===== src/rtl/control.sv =====
// SD-card SPI-mode boot sequencer: card init, then one CMD17 block read whose first 32 bits go to mem_data_o.
// Optional build macro CONTROL_TIMEOUT_EN bounds the CMD55/ACMD41 retry loop to ACMD41_MAX_TRIES pairs.
module control #(
  parameter logic [1:0] SLOW_DIV         = 2'b11,
  parameter logic [1:0] FAST_DIV         = 2'b00,
  parameter int         ACMD41_MAX_TRIES = 255
) (
  input  logic        control_clk_i,
  input  logic        control_rst_i,
  input  logic [31:0] sd_address_i,
  input  logic [47:0] spi_data_i,
  input  logic        spi_SCK_i,
  input  logic        spi_done_i,
  output logic        spi_rst_o,
  output logic        spi_fbo_o,
  output logic        spi_start_o,
  output logic [47:0] instruction_sd_o,
  output logic [1:0]  clock_divider_o,
  output logic [31:0] mem_data_o
);

  typedef enum logic [3:0] {
    IDLE, DUMMY, CMD0, CMD8, CMD55, ACMD41, CMD17, DATA, DONE, ERROR
  } state_t;

  state_t      state, state_n;
  logic        frame_gap, frame_gap_n;   // waiting for done to fall before the next frame
  logic        spi_rst_n, spi_start_n;
  logic [47:0] instr_n, frame_cmd;
  logic [1:0]  div_n;
  logic [31:0] mem_n;
  logic        done_s1, done_s2, done_d, done_rise;
  logic        sck_s1, sck_s2;
  logic [7:0]  r1;

`ifdef CONTROL_TIMEOUT_EN
  localparam logic [7:0] MAX_TRIES = 8'(ACMD41_MAX_TRIES);
  logic [7:0] tries, tries_n;
`endif

  assign spi_fbo_o = 1'b1;
  assign r1        = spi_data_i[7:0];
  assign done_rise = done_s2 & ~done_d;

  // NOTE: the done synchroniser resets high so a done level that is already
  // high when the first frame goes out can never look like a fresh rising edge.
  always_ff @(posedge control_clk_i or negedge control_rst_i) begin
    if (!control_rst_i) begin
      done_s1 <= 1'b1;
      done_s2 <= 1'b1;
      done_d  <= 1'b1;
      sck_s1  <= 1'b0;
      sck_s2  <= 1'b0;
    end else begin
      done_s1 <= spi_done_i;
      done_s2 <= done_s1;
      done_d  <= done_s2;
      sck_s1  <= spi_SCK_i;
      sck_s2  <= sck_s1;
    end
  end

  // SCK is status only, and the upper response bits carry nothing we need.
  logic unused_status;
`ifdef CONTROL_TIMEOUT_EN
  assign unused_status = ^{spi_data_i[47:32], sck_s2};
`else
  assign unused_status = ^{spi_data_i[47:32], sck_s2, 32'(ACMD41_MAX_TRIES)};
`endif

  always_comb begin
    frame_cmd = 48'hFFFF_FFFF_FFFF;
    case (state)
      CMD0:    frame_cmd = 48'h40_0000_0000_95;
      CMD8:    frame_cmd = 48'h48_0000_01AA_87;
      CMD55:   frame_cmd = 48'h77_0000_0000_65;
      ACMD41:  frame_cmd = 48'h69_4000_0000_77;
      CMD17:   frame_cmd = {8'h51, sd_address_i, 8'hFF};
      default: frame_cmd = 48'hFFFF_FFFF_FFFF;
    endcase
  end

  // NOTE: every next-value is defaulted to its current value first, so no
  // path through the case can leave a variable unassigned and infer a latch.
  always_comb begin
    state_n     = state;
    frame_gap_n = frame_gap;
    spi_rst_n   = spi_rst_o;
    spi_start_n = spi_start_o;
    instr_n     = instruction_sd_o;
    div_n       = clock_divider_o;
    mem_n       = mem_data_o;
`ifdef CONTROL_TIMEOUT_EN
    tries_n     = tries;
`endif
    case (state)
      IDLE: begin
        spi_rst_n = 1'b0;
        state_n   = DUMMY;
      end
      DONE: spi_start_n = 1'b0;
      ERROR: begin
        spi_rst_n   = 1'b1;
        spi_start_n = 1'b0;
      end
      default: begin
        if (frame_gap) begin
          if (!done_s2) frame_gap_n = 1'b0;
        end else if (!spi_start_o) begin
          instr_n     = frame_cmd;
          spi_start_n = 1'b1;
        end else if (done_rise) begin
          spi_start_n = 1'b0;
          frame_gap_n = 1'b1;
          case (state)
            DUMMY:  state_n = CMD0;
            CMD0:   state_n = r1[7] ? ERROR : CMD8;
            CMD8:   state_n = r1[7] ? ERROR : CMD55;
            CMD55:  state_n = ACMD41;
            ACMD41: begin
              if (r1 == 8'h00) begin
                div_n   = FAST_DIV;
                state_n = CMD17;
              end else begin
`ifdef CONTROL_TIMEOUT_EN
                tries_n = 8'(tries + 8'd1);
                state_n = (tries_n == MAX_TRIES) ? ERROR : CMD55;
`else
                state_n = CMD55;
`endif
              end
            end
            CMD17:  state_n = (r1 == 8'h00) ? DATA : ERROR;
            DATA: begin
              mem_n   = spi_data_i[31:0];
              state_n = DONE;
            end
            default: state_n = ERROR;
          endcase
        end
      end
    endcase
  end

  always_ff @(posedge control_clk_i or negedge control_rst_i) begin
    if (!control_rst_i) begin
      state            <= IDLE;
      frame_gap        <= 1'b0;
      spi_rst_o        <= 1'b1;
      spi_start_o      <= 1'b0;
      instruction_sd_o <= 48'hFFFF_FFFF_FFFF;
      clock_divider_o  <= SLOW_DIV;
      mem_data_o       <= 32'h0;
`ifdef CONTROL_TIMEOUT_EN
      tries            <= 8'h0;
`endif
    end else begin
      state            <= state_n;
      frame_gap        <= frame_gap_n;
      spi_rst_o        <= spi_rst_n;
      spi_start_o      <= spi_start_n;
      instruction_sd_o <= instr_n;
      clock_divider_o  <= div_n;
      mem_data_o       <= mem_n;
`ifdef CONTROL_TIMEOUT_EN
      tries            <= tries_n;
`endif
    end
  end

endmodule


===== config.mk =====
export PLATFORM = sky130hd
export DESIGN_NAME = control
export DESIGN_NICKNAME = d
export VERILOG_FILES = /design/src/rtl/control.sv
export SDC_FILE = /design/constraint.sdc
export NUM_CORES = 1
export LEC_CHECK = 0
export BUFFER_PORTS_ARGS = -buffer_cell sky130_fd_sc_hd__buf_4
export CAP_MARGIN = 20
export CORE_ASPECT_RATIO = 1.5
export CORE_MARGIN = 2
export CORE_UTILIZATION = 45
export CTS_CLUSTER_DIAMETER = 200
export DETAILED_ROUTE_END_ITERATION = 12
export GPL_TIMING_DRIVEN = 0
export PLACE_DENSITY = 0.83
export SETUP_SLACK_MARGIN = 0.5
export SLEW_MARGIN = 20
export SYNTH_ARGS = -nofsm -noshare
export SYNTH_HDL_FRONTEND = slang
export SYNTH_SLANG_ARGS = --single-unit

===== constraint.sdc =====
create_clock -name control_clk_i -period 4.4 [get_ports control_clk_i]
set_input_delay 0.22 -clock control_clk_i [delete_from_list [all_inputs] [get_ports control_clk_i]]
set_output_delay 0.22 -clock control_clk_i [all_outputs]
set_load 0.02 [all_outputs]

==> impl_metrics.yaml <==
die:
  rows: 40
  dieArea_sq_um: 8908
  start_util: 0.4612
  die_y_um: 114.6
  io_pins: 169
  fp.dieW_um: 77.74
  core_sq_um: 7958
global_route:
  grt_overflow: 0
  antenna_found_initial: 0
  grt_max_degree: 86
  grt_pass1_wl_mm: 14.21
  grt_use_total: 0.2024
  grt_pass1_vias: 3096
run:
  cap_violations: 0
setup_path:
  cp_cell_sequence: "nand4bb_1 > buf_2 > nor3b_4 > buf_6 > mux2_2"
  worstReg2RegEnd: "mem_data_o[1]"
  end_kind: "flip-flop"
  worstPathMaxFanout: 10
  reg2reg_from: "done_s2"
  required_ns: 4.61
  cpPeakStageDelay_ns: 0.54
  crit_family: "flip-flops"
  slowest_stage: "dfstp_2"
  worstRegToRegCells: 5
  worstPathArrival_ns: 2.14
  critPathLaunch: "done_s2"
  crit_type: "flip-flop to flip-flop"
  startpoint_type: "flip-flop"
  path_buf_inv: 2
  regToRegSetupSlack_ns: 2.47
sta:
  grt_setup_unrepaired: "no"
  clock_skew_ns: 0.004274
  drv_slew: 0
  finalHoldViolations: 0
  finalCritPeriodShare: 0.4384
  final.min_clock_period_ns: 1.929
  fin_hold_ws_ns: 0.1142
  tns_ns: 0
  slew_headroom: 0.5013
  worst_pin_slew_ns: 0.7481
  setup_viol: 0
  timing.fmax_mhz: 518.4
power_and_ir_drop:
  swShare: 0.1978
  p_comb_frac: 0.045
  powerDensity_nw_per_um2: 296.7
  power_frac_clock: 0.446
  ir_worst_vdd_mv: 0.2119
  p_leak_nw: 2.582
  p_int_mw: 1.241
  switchingPower_mw: 0.3059
  p_seq_frac: 0.509
hold_path:
  min_to: "instruction_sd_o[13]"
  min_from: "sd_address_i[5]"
  holdPathStages: 3
  hp-class: "input port to flip-flop"
synthesis:
  ys_seq_elements: 85
  yosys_warnings: 0
  synth_ff_type: "dfstp_2"
  synth_top_area_share: 0.3365
  synth_top_cell_by_area: "dfstp_2"
  syn_area_sq_um: 3670
  yosysMostFrequentCell: "nand3_1"
  synth.top_cells.by_count: "nand3_1, nand2_1, dfstp_2"
  syn_area_per_cell_sq_um: 11.22
  synth-edff-count: 0
  syn_inst: 327
  yosysSeqAreaShare: 0.5956
  async_reset_ff_frac: 1.000
  ys_types: 45
  synth_area_leaders: "dfstp_2, dfrtp_1, mux2_2"
cts:
  post-cts-setup-buffer-count: 0
  cts_buffer_depth: 2
  clock-root-buffer: "clkbuf_16"
  cts.htree.levels: 3
  clkTransAtPathRegs_ns: 0.06
  clk_latency_ns: 0.33
  clkSinkCount: 85
  cts_made_buffers: 9
  cts_tree: "built"
detailed_routing:
  num_vias: 3107
  first_iter_violations: 106
  drc_errors: 0
  wl_per_cell_um: 15.17
  via_per_inst: 5.178
  drt-pass1-iter-count: 4
  antenna_left: 0
  routed_wl_mm: 9.101
final_layout:
  syn2layout_area_growth_pct: 42.04
  fill_cells: 636
  diodes: 0
  fin_nets: 574
  drive_gt1_frac: 0.5394
place:
  port_buffers: 147
  gp_routability_congestion: 0.7741
  hpwl_mm: 6.728
status:
  status: "completed"
-- registers in the layout, summed over array words and instances (netlist names) --
signal,flops
instruction_sd_o,42
mem_data_o,32
state,4
clock_divider_o,1
done_d,1
done_s1,1
done_s2,1
frame_gap,1
spi_rst_o,1
spi_start_o,1
-- metal layers --
layer,part of all wire,GRT usage,routed length [um]
met5,0,0,0
met3,0.072,0.06703,653
met1,0.38,0.2191,3417
met2,0.54,0.3661,4907
met4,0.013,0.07024,122
-- stage by stage --
step	area (sq um)	total power, mW	setup slack, ns	instances	util
final	5213	1.547	2.471	600	0.6550
after global placement	4916	0.8665	2.474	582	0.6178
after global routing	5213	1.598	2.389	600	0.6550
after CTS	5199	1.561	2.451	599	0.6533
after floorplan	3681	0.8064	2.636	330	-
after detailed placement	4916	0.8685	2.470	582	0.6178
-- layout make-up --
type	count	area, sq um	share of cell area
sequential	85	2186	0.4193
multi-input combinational	210	1296	0.2487
timing repair buffer	149	1127	0.2163
clock buffer	15	267.8	0.05137
buffer	31	183.9	0.03529
clock inverter	1	5.005	0.0009602
tap	105	131.4	0.02520
inverter	4	15.01	0.002880
-- layout by cell type, fill, tap and decap left out, types with 9 or more instances in the layout --
cell type  Yosys  routed
buf_2         12      12
mux2_2        31      31
buf_4          8     154
nand3_1       53      53
clkbuf_1       6      10
clkbuf_16      0       9
a21oi_1       10      10
dfstp_2       47      47
dfrtp_1       38      38
o21ai_0        9       9
nand2_1       48      48
nor2_1        14      14
-- logic make-up after synthesis --
kind of cell           share of synthesized area
AO/OA/AOI/OAI                            0.07262
XOR/XNOR                                0.002387
buffers and inverters                    0.05421
flip-flops                                0.5956
multiplexers                              0.1009
other                                   0.001022
AND/OR/NAND/NOR                           0.1732
-- worst register-to-register path, delay by kind of cell (launching register included) --
kind / cells / cell delay (ns)
buffers and inverters: 2 / 0.42
multiplexers: 1 / 0.35
AND/OR/NAND/NOR: 2 / 0.50
flip-flops: 1 / 0.54
-- how the worst max path moves through the flow --
| stage | cells past startpoint | end | slack [ns] |
|---|---|---|---|
| floorplan | 5 | mem_data_o[1] | 2.64 |
| global placement | 5 | mem_data_o[13] | 2.47 |
| detailed placement | 5 | mem_data_o[1] | 2.47 |
| CTS | 5 | mem_data_o[1] | 2.45 |
| global route | 5 | instruction_sd_o[19] | 2.39 |
| finish | 5 | mem_data_o[1] | 2.47 |
-- timing repair --
| item | in CTS | in global routing |
|---|---|---|
| hold buffers | 1 | 1 |
| endpoints found under the hold margin | 1 | 10 |
| gates resized for setup | 0 | 0 |
-- power by group through the flow --
| stage | clock [mW] | sequential, mW | combinational (mW) |
|---|---|---|---|
| 2_1_floorplan | 0 | 0.800 | 0.00687 |
| 3_3_place_gp | 0 | 0.799 | 0.0671 |
| 3_5_place_dp | 0 | 0.800 | 0.0689 |
| 4_1_cts | 0.704 | 0.787 | 0.0699 |
| 5_1_grt | 0.735 | 0.787 | 0.0761 |
| 6_report | 0.689 | 0.787 | 0.0701 |
(Power assumes the default switching activity.)
